`config.mk`:
```
export PLATFORM = sky130hd
export DESIGN_NAME = alu_lfsr_sequencer_flat
export DESIGN_NICKNAME = d
export VERILOG_FILES = /design/src/rtl/alu_lfsr_sequencer_if.sv /design/src/rtl/alu_lfsr_sequencer.sv /design/src/flat_wrapper.sv
export SDC_FILE = /design/constraint.sdc
export NUM_CORES = 1
export LEC_CHECK = 0
export CORE_ASPECT_RATIO = 0.8
export CORE_MARGIN = 5
export CORE_UTILIZATION = 46
export CTS_CLUSTER_DIAMETER = 200
export DETAILED_ROUTE_END_ITERATION = 12
export PLACE_DENSITY = 0.86
export SLEW_MARGIN = 20
export SYNTH_ARGS = -nofsm -noshare
export SYNTH_HDL_FRONTEND = slang
export SYNTH_SLANG_ARGS = --single-unit
```
`constraint.sdc`:
```
create_clock -name clk -period 3.59 [get_ports clk]
set_input_delay 0.718 -clock clk [delete_from_list [all_inputs] [get_ports clk]]
set_output_delay 0.718 -clock clk [all_outputs]
set_load 0.03 [all_outputs]
```
`src/rtl/alu_lfsr_sequencer_if.sv`:
```
// Output stream and shared-ALU bus of the LFSR sequencer.
// The master side belongs to the sequencer; the slave side holds the ALU and the stream sink.
interface alu_lfsr_sequencer_if;
  logic [7:0] out_data;
  logic       out_valid;
  logic       out_ready;
  logic [2:0] alu_opcode;
  logic [7:0] alu_in_a;
  logic [7:0] alu_in_b;
  logic       alu_rdx;
  logic       alu_shift;
  logic [7:0] alu_out;

  modport master (
    output out_data, out_valid,
    input  out_ready,
    output alu_opcode, alu_in_a, alu_in_b, alu_rdx, alu_shift,
    input  alu_out
  );

  modport slave (
    input  out_data, out_valid,
    output out_ready,
    input  alu_opcode, alu_in_a, alu_in_b, alu_rdx, alu_shift,
    output alu_out
  );
endinterface

```
`src/rtl/alu_lfsr_sequencer.sv`:
```
// Drives the shared combinational ALU through two cycles per step (parity, then shift)
// to advance a Fibonacci LFSR, emitting each new state on a valid/ready stream.
module alu_lfsr_sequencer #(
  parameter int         CNT_W     = 8,
  parameter logic [2:0] OP_LSHIFT = 3'd4
) (
  input  logic              clk,
  input  logic              rst_n,
  input  logic              start,
  input  logic [7:0]        seed,
  input  logic [7:0]        taps,
  input  logic [CNT_W-1:0]  count,
  output logic              busy,
  output logic              done,
  alu_lfsr_sequencer_if.master bus
);

  typedef enum logic [2:0] {
    S_IDLE   = 3'd0,
    S_PARITY = 3'd1,
    S_SHIFT  = 3'd2,
    S_EMIT   = 3'd3,
    S_DONE   = 3'd4
  } state_t;

  localparam logic [CNT_W-1:0] CNT_ONE  = {{(CNT_W-1){1'b0}}, 1'b1};
  localparam logic [CNT_W-1:0] CNT_ZERO = '0;

  state_t           state_reg;
  state_t           state_next;
  logic [7:0]       lfsr_reg;
  logic [7:0]       tap_reg;
  logic [CNT_W-1:0] cnt_reg;
  logic             fb_reg;

  // State register plus the datapath registers it sequences.
  always_ff @(posedge clk or negedge rst_n) begin
    if (!rst_n) begin
      state_reg <= S_IDLE;
      lfsr_reg  <= 8'h00;
      tap_reg   <= 8'h00;
      cnt_reg   <= CNT_ZERO;
      fb_reg    <= 1'b0;
    end else begin
      state_reg <= state_next;
      case (state_reg)
        S_IDLE: begin
          if (start) begin
            lfsr_reg <= seed;
            tap_reg  <= taps;
            cnt_reg  <= count;
          end
        end
        S_PARITY: fb_reg <= bus.alu_out[0];
        // The ALU shift drops the old MSB; the feedback bit fills the LSB.
        S_SHIFT:  lfsr_reg <= {bus.alu_out[7:1], fb_reg};
        S_EMIT: begin
          if (bus.out_ready) cnt_reg <= cnt_reg - CNT_ONE;
        end
        default: ;
      endcase
    end
  end

  always_comb begin
    state_next = state_reg;
    case (state_reg)
      S_IDLE: begin
        if (start) state_next = (count == CNT_ZERO) ? S_DONE : S_PARITY;
      end
      S_PARITY: state_next = S_SHIFT;
      S_SHIFT:  state_next = S_EMIT;
      S_EMIT: begin
        if (bus.out_ready) state_next = (cnt_reg == CNT_ONE) ? S_DONE : S_PARITY;
      end
      S_DONE:   state_next = S_IDLE;
      default:  state_next = S_IDLE;
    endcase
  end

  // Moore outputs decoded from the state register only, so out_valid never sees out_ready.
  always_comb begin
    busy           = (state_reg != S_IDLE);
    done           = 1'b0;
    bus.out_valid  = 1'b0;
    bus.out_data   = 8'h00;
    bus.alu_opcode = 3'd0;
    bus.alu_in_a   = 8'h00;
    bus.alu_in_b   = 8'h00;
    bus.alu_rdx    = 1'b0;
    bus.alu_shift  = 1'b0;
    case (state_reg)
      S_PARITY: begin
        bus.alu_opcode = OP_LSHIFT;
        bus.alu_rdx    = 1'b1;
        bus.alu_in_a   = lfsr_reg;
        bus.alu_in_b   = lfsr_reg & tap_reg;
      end
      S_SHIFT: begin
        bus.alu_opcode = OP_LSHIFT;
        bus.alu_in_a   = lfsr_reg;
        bus.alu_in_b   = 8'h01;
      end
      S_EMIT: begin
        bus.out_valid = 1'b1;
        bus.out_data  = lfsr_reg;
      end
      S_DONE:  done = 1'b1;
      default: ;
    endcase
  end

endmodule

```
`src/flat_wrapper.sv`:
```
// flat-port wrapper written by rule: the top's interface ports become plain ports
module alu_lfsr_sequencer_flat 
#(
  parameter int         CNT_W     = 8,
  parameter logic [2:0] OP_LSHIFT = 3'd4
)
  (clk, rst_n, start, seed, taps, count, busy, done, bus_out_data, bus_out_valid, bus_out_ready, bus_alu_opcode, bus_alu_in_a, bus_alu_in_b, bus_alu_rdx, bus_alu_shift, bus_alu_out);
  alu_lfsr_sequencer_if bus_i ();
  input  logic clk;
  input  logic rst_n;
  input  logic start;
  input  logic [7:0] seed;
  input  logic [7:0] taps;
  input  logic [CNT_W-1:0] count;
  output logic busy;
  output logic done;
  output wire logic [$bits(bus_i.out_data)-1:0] bus_out_data;
  output wire logic [$bits(bus_i.out_valid)-1:0] bus_out_valid;
  input wire logic [$bits(bus_i.out_ready)-1:0] bus_out_ready;
  output wire logic [$bits(bus_i.alu_opcode)-1:0] bus_alu_opcode;
  output wire logic [$bits(bus_i.alu_in_a)-1:0] bus_alu_in_a;
  output wire logic [$bits(bus_i.alu_in_b)-1:0] bus_alu_in_b;
  output wire logic [$bits(bus_i.alu_rdx)-1:0] bus_alu_rdx;
  output wire logic [$bits(bus_i.alu_shift)-1:0] bus_alu_shift;
  input wire logic [$bits(bus_i.alu_out)-1:0] bus_alu_out;
  assign bus_out_data = bus_i.out_data;
  assign bus_out_valid = bus_i.out_valid;
  assign bus_i.out_ready = bus_out_ready;
  assign bus_alu_opcode = bus_i.alu_opcode;
  assign bus_alu_in_a = bus_i.alu_in_a;
  assign bus_alu_in_b = bus_i.alu_in_b;
  assign bus_alu_rdx = bus_i.alu_rdx;
  assign bus_alu_shift = bus_i.alu_shift;
  assign bus_i.alu_out = bus_alu_out;
  alu_lfsr_sequencer #(.CNT_W(CNT_W), .OP_LSHIFT(OP_LSHIFT)) u_core (.clk(clk), .rst_n(rst_n), .start(start), .seed(seed), .taps(taps), .count(count), .busy(busy), .done(done), .bus(bus_i));
endmodule
```
After elaboration in Yosys (flattened, before gate mapping):

Index checks and enable logic that the tools add are counted.

* flip-flop bits (word level): 28
* input port bits: 36
* output and inout bits: 32

* add/sub/neg operators: 1
* equality and inequality tests: 7
* muxes and demuxes: 17
* bitwise logic cells: 1
* reductions and logical operators: 10

Operators by type and width (number)
* $pmux W8 S2: 3
* $mux W8: 5
* $mux W3: 5
* $pmux W3 S4: 1
* $and A8 B8 Y8: 1
* $eq A8 B1 Y1 const B: 1
* $logic_not A8 Y1: 1
* $sub A8 B1 Y8 const B: 1
* $eq A3 B2 Y1 const B: 2
* $reduce_and A2 Y1: 3
* $ne A2 B2 Y1 const B: 2
* $reduce_bool A2 Y1: 2
* $eq A3 B1 Y1 const B: 1
* $eq A3 B3 Y1 const B: 1
* $logic_not A3 Y1: 1
* $mux W1: 3
* $reduce_and A3 Y1: 1
* $reduce_bool A3 Y1: 1
* $reduce_or A2 Y1: 1

Depth between registers and ports, before layout:

Gate-level depths: netlist of run 1.

* word-level depth: 4
* depth in mapped cells: 7
* mapped depth without buffers: 6

Worst setup path after synthesis of run 1:

No wires, ideal clock.

* kind: register to output
* start: register u_core.state_reg[1]
* end: output bus_alu_in_a[0]
* arrival: 1.618 ns
* data required time: 2.872 ns
* slack: 1.254 ns
* stages on the path, launching flop included: 5
* path through: dfrtp_1 buf_2 xnor2_1 nor2_1 and2_1

* longest elaborated chain between the ends: 3

Ends and longest elaborated chain
* start, declared: RTL line alu_lfsr_sequencer.sv:29 `state_t state_reg;`
* start signal, assigned: RTL line alu_lfsr_sequencer.sv:45 `state_reg <= state_next;`
* $eq A3 B2 Y1 or $eq A3 B1 Y1 (tied branches): RTL line alu_lfsr_sequencer.sv:92 `case (state_reg)`
* $reduce_or A2 Y1 (no source line) (*)
* $mux W8 (*): RTL line alu_lfsr_sequencer.sv:92
* end, declared: RTL line flat_wrapper.sv:21 `output wire logic [$bits(bus_i.alu_in_a)-1:0] bus_alu_in_a;`

Mark *: on every way between the ends. The rest lies on a longest branch, timed or not.

Worst setup path in the final report of run 1:

* start: register u_core.state_reg[1]
* end: output bus_out_data[6]

* longest elaborated chain between the ends: 2

Ends and longest elaborated chain
* $eq A3 B2 Y1: RTL line alu_lfsr_sequencer.sv:92
* $mux W8: RTL line alu_lfsr_sequencer.sv:92
* end, declared: RTL line flat_wrapper.sv:17 `output wire logic [$bits(bus_i.out_data)-1:0] bus_out_data;`

Every way passes these cells.

==> flow_summary.json, run 1 <==
{
  "ir_worst_vdd_mv": 0.459,
  "drc": 0,
  "cts_tree": "yes",
  "cp.required_ns": 2.87,
  "io_pins": 68,
  "rsz0062_at_grt": "false",
  "yosys-top-cells-area": "dfrtp_1, mux2_2, and2_1",
  "crit_arrival_ns": 2.47,
  "synth-seq-cells": 28,
  "ant_nets": 0,
  "timing.clock.skew_ns": 0.00475,
  "antennaDiodeCount": 0,
  "path_clk_slew_ns": 0.09,
  "core_area_mm2": 0.00342,
  "final.min_clock_period_ns": 3.19,
  "drt_iter0_markers": 117,
  "die_y_um": 63.3,
  "dp_hpwl_mm": 3.22,
  "max_stage_delay_ns": 0.66,
  "yosysTopAreaCellShare_pct": 42.9,
  "hp-class": "reg2reg",
  "routedWlPerCell_um": 15.7,
  "synth_top_cell_by_area": "dfrtp_1",
  "via_per_inst": 5.46,
  "pre_cts_slack_ns": 0.744,
  "multiInputGateArea_um2": 852,
  "die_area_mm2": 0.00485,
  "slew_headroom_pct": 55.5,
  "finalSetupViolCount": 0,
  "cts_resized": 0,
  "path_delay_family": "buffers and inverters",
  "ff_latch_area_um2": 701,
  "worstPathCellList": "nand3b_1 -> inv_1 -> and2_1 -> clkdlybuf4s50_1",
  "synth_cell_type_count": 43,
  "synthCells": 169,
  "whs_ns": 0.506,
  "p_per_area_mw_per_mm2": 883,
  "grt_pass1_vias": 1450,
  "max_slew.worst_pin.slew_ns": 0.664,
  "fillers": 291,
  "htreeDepth": 1,
  "hold_start": "u_core.tap_reg[1]$_DFFE_PN0P_",
  "fp.dieW_um": 76.6,
  "fin_util_pct": 68.0,
  "cts_setup_buffers": 0,
  "clock_path_buffers": 2,
  "numPortBuffers": 64,
  "initial_core_util_pct": 47.7,
  "place_congestion": 0.906,
  "postSynthAreaPerCell_um2": 9.66,
  "endpoint_kind": "primary output",
  "yosysSeqAreaShare_pct": 42.9,
  "path_class": "reg2out",
  "fin_ws_ns": 0.402,
  "fin_crit_sh_pct": 88.8,
  "yosys_warnings": 0,
  "grt.overflow.total": 0,
  "via_count": 1473,
  "path_max_fanout": 12,
  "syn_to_final_growth_pct": 42.6,
  "clock-root-buffer": "clkbuf_8",
  "drv_slew": 0,
  "hold_buffers": 0,
  "tns_ns": 0,
  "grt_max_degree": 29,
  "setup.worst_path.start": "u_core.state_reg[1]$_DFFE_PN0P_",
  "cts.sinks": 28,
  "drv_cap": 0,
  "cp_num_buf_inv": 2,
  "hold_viol": 0,
  "crit_slowest_cell": "clkdlybuf4s50_1",
  "clock_latency_ns": 0.27,
  "drive_gt1_share_pct": 9.65,
  "reg2reg_from": "u_core.state_reg[2]$_DFFE_PN0P_",
  "status": "completed",
  "antenna_found_initial": 0,
  "first_pass_iters": 4,
  "mappedNetlistArea_mm2": 0.00163,
  "fmax_mhz": 314,
  "grt_pass1_wl_mm": 7.01,
  "cellLeakagePower_nw": 0.932,
  "cts_made_buffers": 3,
  "fp-row-count": 19,
  "routed_wl_mm": 4.23,
  "nets": 268,
  "start_kind": "register",
  "grt.total_usage_pct": 17.7
}
-- layout by cell type, fill, tap and decap left out, types with 2 or more instances in the layout --
| cell | instances |
|---|---|
| a21oi_1 | 10 |
| and2_1 | 16 |
| and3_1 | 8 |
| buf_4 | 3 |
| clkbuf_8 | 3 |
| clkdlybuf4s50_1 | 64 |
| conb_1 | 3 |
| dfrtp_1 | 28 |
| ha_1 | 2 |
| inv_1 | 5 |
| mux2_2 | 9 |
| mux2i_1 | 8 |
| nand2_1 | 13 |
| nand3_1 | 3 |
| nand3b_1 | 2 |
| nor2_1 | 5 |
| nor3_1 | 4 |
| nor4_1 | 2 |
| o21ai_0 | 14 |
| o22ai_1 | 2 |
| o2bb2ai_1 | 2 |
| or3_1 | 2 |
| or4_1 | 2 |
-- per-stage QoR --
stage | cells | instance area (um^2) | total power, mW
4_1_cts | 270 | 2330 | 2.07
2_1_floorplan | 171 | 1640 | 1.43
3_3_place_gp | 267 | 2290 | 1.86
5_1_grt | 270 | 2330 | 2.19
6_report | 270 | 2330 | 2.06
3_5_place_dp | 267 | 2290 | 1.90
-- report_power, final --
part           total (mW)  switching, mW  leakage (nW)  internal [mW]
sequential          0.611          0.143         0.335          0.469
clock               0.168         0.0927        0.0216         0.0754
combinational        1.28          0.721         0.576          0.556
total                2.06          0.956         0.932           1.10
-- synth_stat cells --
library cell  count
clkbuf_1          3
dfrtp_1          28
xnor2_1           1
a21oi_1          10
and3_1            8
a2bb2oi_1         1
o2bb2ai_1         2
buf_6             1
nor4b_4           1
nand2b_1          1
or3_1             2
conb_1            1
a22oi_1           1
a21o_1            1
a211oi_1          1
nor3_2            1
a31o_1            1
o31a_2            1
buf_4             3
o21ai_0          14
or4_1             2
nor3b_1           1
mux2_2            9
nor4_2            1
and2_1           16
nand2_1          13
inv_1             5
o22ai_1           2
nor4_1            2
a31o_2            1
nor3_1            4
o311ai_0          1
o32ai_1           1
nand3_1           3
buf_2             5
or4_4             1
o21ai_1           1
mux2i_1           8
nor4b_1           1
nand3b_1          2
nor2_1            5
ha_1              2
clkbuf_2          1
-- worst paths after layout --
check	slack (ns)	cells after the start	end
max	0.40	4	bus_out_data[6]
min	0.51	1	u_core.tap_reg[1]$_DFFE_PN0P_
max reg2reg	1.22	6	u_core.cnt_reg[6]$_DFFE_PN0P_
min reg2reg	0.51	1	u_core.tap_reg[1]$_DFFE_PN0P_
max in group asynchronous	2.52	2	u_core.tap_reg[4]$_DFFE_PN0P_
min in group asynchronous	0.81	2	u_core.cnt_reg[1]$_DFFE_PN0P_
-- routing by layer --
layer,global-route usage [%],share of wire [%],vias to the layer above
li1,-,-,716
met4,4.59,0.69,0
met5,0,0,-
met3,3.70,5.8,2
met1,22.8,43,702
met2,30.1,50,53
-- area by class of cell --
| cell class | count | area share [%] |
|---|---|---|
| Timing Repair Buffer | 67 | 28.5 |
| Sequential cell | 28 | 30.1 |
| Clock buffer | 3 | 1.77 |
| Inverter | 5 | 0.806 |
| Tap cell | 42 | 2.26 |
| Multi-Input combinational cell | 125 | 36.6 |
-- logic make-up after synthesis --
logic type,Yosys count,share of synthesized area (%)
multiplexers,17,11.1
AO/OA/AOI/OAI,38,14.2
XOR/XNOR,1,0.536
flip-flops,28,42.9
other,1,0.230
adder cells (fa/ha/maj),2,1.53
buffers and inverters,18,5.75
AND/OR/NAND/NOR,64,23.8
(Power assumes the default switching activity.)
==> run 2, diff against run 1 <==
- CAP_MARGIN: unset -> 15
- CORE_UTILIZATION: 46 -> 55
- DONT_BUFFER_PORTS: unset -> 1
- PLACE_DENSITY: 0.86 -> 0.71
==> flow_summary.json, run 2 (synthesized netlist as in run 1, its figures left out) <==
{
  "status": "completed",
  "max_slew.worst_pin.slew_ns": 0.949,
  "final_cell_mix": "dfrtp_1, and2_1, o21ai_0, nand2_1, a21oi_1",
  "initial_core_util_pct": 58.2,
  "p_per_area_mw_per_mm2": 1060,
  "numPortBuffers": 0,
  "grt_max_degree": 29,
  "finalSetupViolCount": 0,
  "die_area_mm2": 0.00417,
  "routed_wl_mm": 3.95,
  "via_per_inst": 6.09,
  "crit_arrival_ns": 2.00,
  "timing.clock.skew_ns": 0.00376,
  "hold_buffers": 0,
  "dp_hpwl_mm": 3.05,
  "io_pins": 68,
  "grt_pass1_vias": 1270,
  "first_pass_iters": 4,
  "cts_tree": "yes",
  "fp-row-count": 17,
  "fin_crit_sh_pct": 75.7,
  "rsz0062_at_grt": "false",
  "cp.required_ns": 2.87,
  "met3WireLength_um": 346,
  "slew_headroom_pct": 36.2,
  "final.min_clock_period_ns": 2.72,
  "endpoint_kind": "primary output",
  "met1_length_mm": 1.68,
  "whs_ns": 0.127,
  "r2r_setup_slack_ns": 1.40,
  "cts.sinks": 28,
  "top_layer_used": "met4",
  "hp-class": "in2async",
  "final_common_cell": "dfrtp_1",
  "routedWlPerCell_um": 19.2,
  "start_kind": "register",
  "fp.dieW_um": 70.9,
  "place_congestion": 0.854,
  "reg2reg_depth": 6,
  "clock_latency_ns": 0.27,
  "hold_viol": 0,
  "nets": 207,
  "drc": 0,
  "path_clk_slew_ns": 0.09,
  "die_y_um": 58.7,
  "drv_cap": 0,
  "core_area_mm2": 0.00281,
  "syn_to_final_growth_pct": 5.29,
  "antenna_found_initial": 0,
  "fmax_mhz": 368,
  "htreeDepth": 1,
  "grt.overflow.total": 0,
  "cts_made_buffers": 3,
  "path_max_fanout": 12,
  "reg2reg_from": "u_core.state_reg[2]$_DFFE_PN0P_",
  "cts_resized": 0,
  "rr_endpoint": "u_core.cnt_reg[5]$_DFFE_PN0P_",
  "via_count": 1255,
  "ir_worst_vdd_mv": 0.558,
  "fillers": 262,
  "drv_slew": 0,
  "grt_pass1_wl_mm": 6.42,
  "cts_setup_buffers": 0,
  "grt.total_usage_pct": 19.6,
  "ant_nets": 0,
  "path_class": "reg2out",
  "met2_length_mm": 1.89,
  "antennaDiodeCount": 0,
  "drive_gt1_share_pct": 15.5,
  "cellLeakagePower_nw": 0.714,
  "drt_iter0_markers": 69,
  "tns_ns": 0,
  "clock-root-buffer": "clkbuf_8",
  "clock_path_buffers": 2
}
## run 2: routing by layer
metal  vias to the layer above  track usage, %
met5                         -               0
met4                         0            5.36
met1                       611            24.5
met3                         5            7.51
li1                        596               -
met2                        43            32.1
## run 2: power by group
part / switching [mW] / internal [mW] / total (mW)
Sequential: 0.141 / 0.469 / 0.610
Clock: 0.0944 / 0.0982 / 0.193
Combinational: 0.690 / 0.326 / 1.02
Total: 0.925 / 0.893 / 1.82
## run 2: worst max path at each step
stage	startpoint	end	slack, ns	depth (start not counted)
2_1_floorplan	u_core.state_reg[1]$_DFFE_PN0P_	bus_alu_in_a[0]	1.25	4
3_3_place_gp	u_core.state_reg[2]$_DFFE_PN0P_	bus_out_data[1]	1.29	4
3_5_place_dp	u_core.state_reg[1]$_DFFE_PN0P_	bus_out_data[2]	1.20	4
4_1_cts	u_core.state_reg[1]$_DFFE_PN0P_	bus_out_data[2]	0.88	4
5_1_grt	u_core.state_reg[1]$_DFFE_PN0P_	bus_out_data[2]	0.77	4
6_report	u_core.state_reg[1]$_DFFE_PN0P_	bus_out_data[6]	0.87	4
## run 2: area by class of cell
class	count	area (um^2)	share of cell area [%]
Sequential cell	28	701	40.8
Timing Repair Buffer	6	45.0	2.62
Multi-Input combinational cell	125	852	49.6
Clock buffer	4	55.1	3.20
Inverter	5	18.8	1.09
Tap cell	38	47.5	2.77
## run 2: through the flow
step	cells	utilization [%]	area, um^2	power, mW	worst slack [ns]
after CTS	206	61.2	1720	1.84	0.880
after detailed placement	202	59.3	1660	1.64	1.20
after global placement	202	59.3	1660	1.59	1.29
after global routing	206	61.2	1720	1.94	0.767
final	206	61.2	1720	1.82	0.874
after floorplan	171	-	1640	1.43	1.25
## run 2: worst max-delay path, cell delays in order, from the launching register on
cell and delay, ns:
dfrtp_1 0.57, nand3b_1 0.39, inv_1 0.18, buf_4 0.24, and2_1 0.34
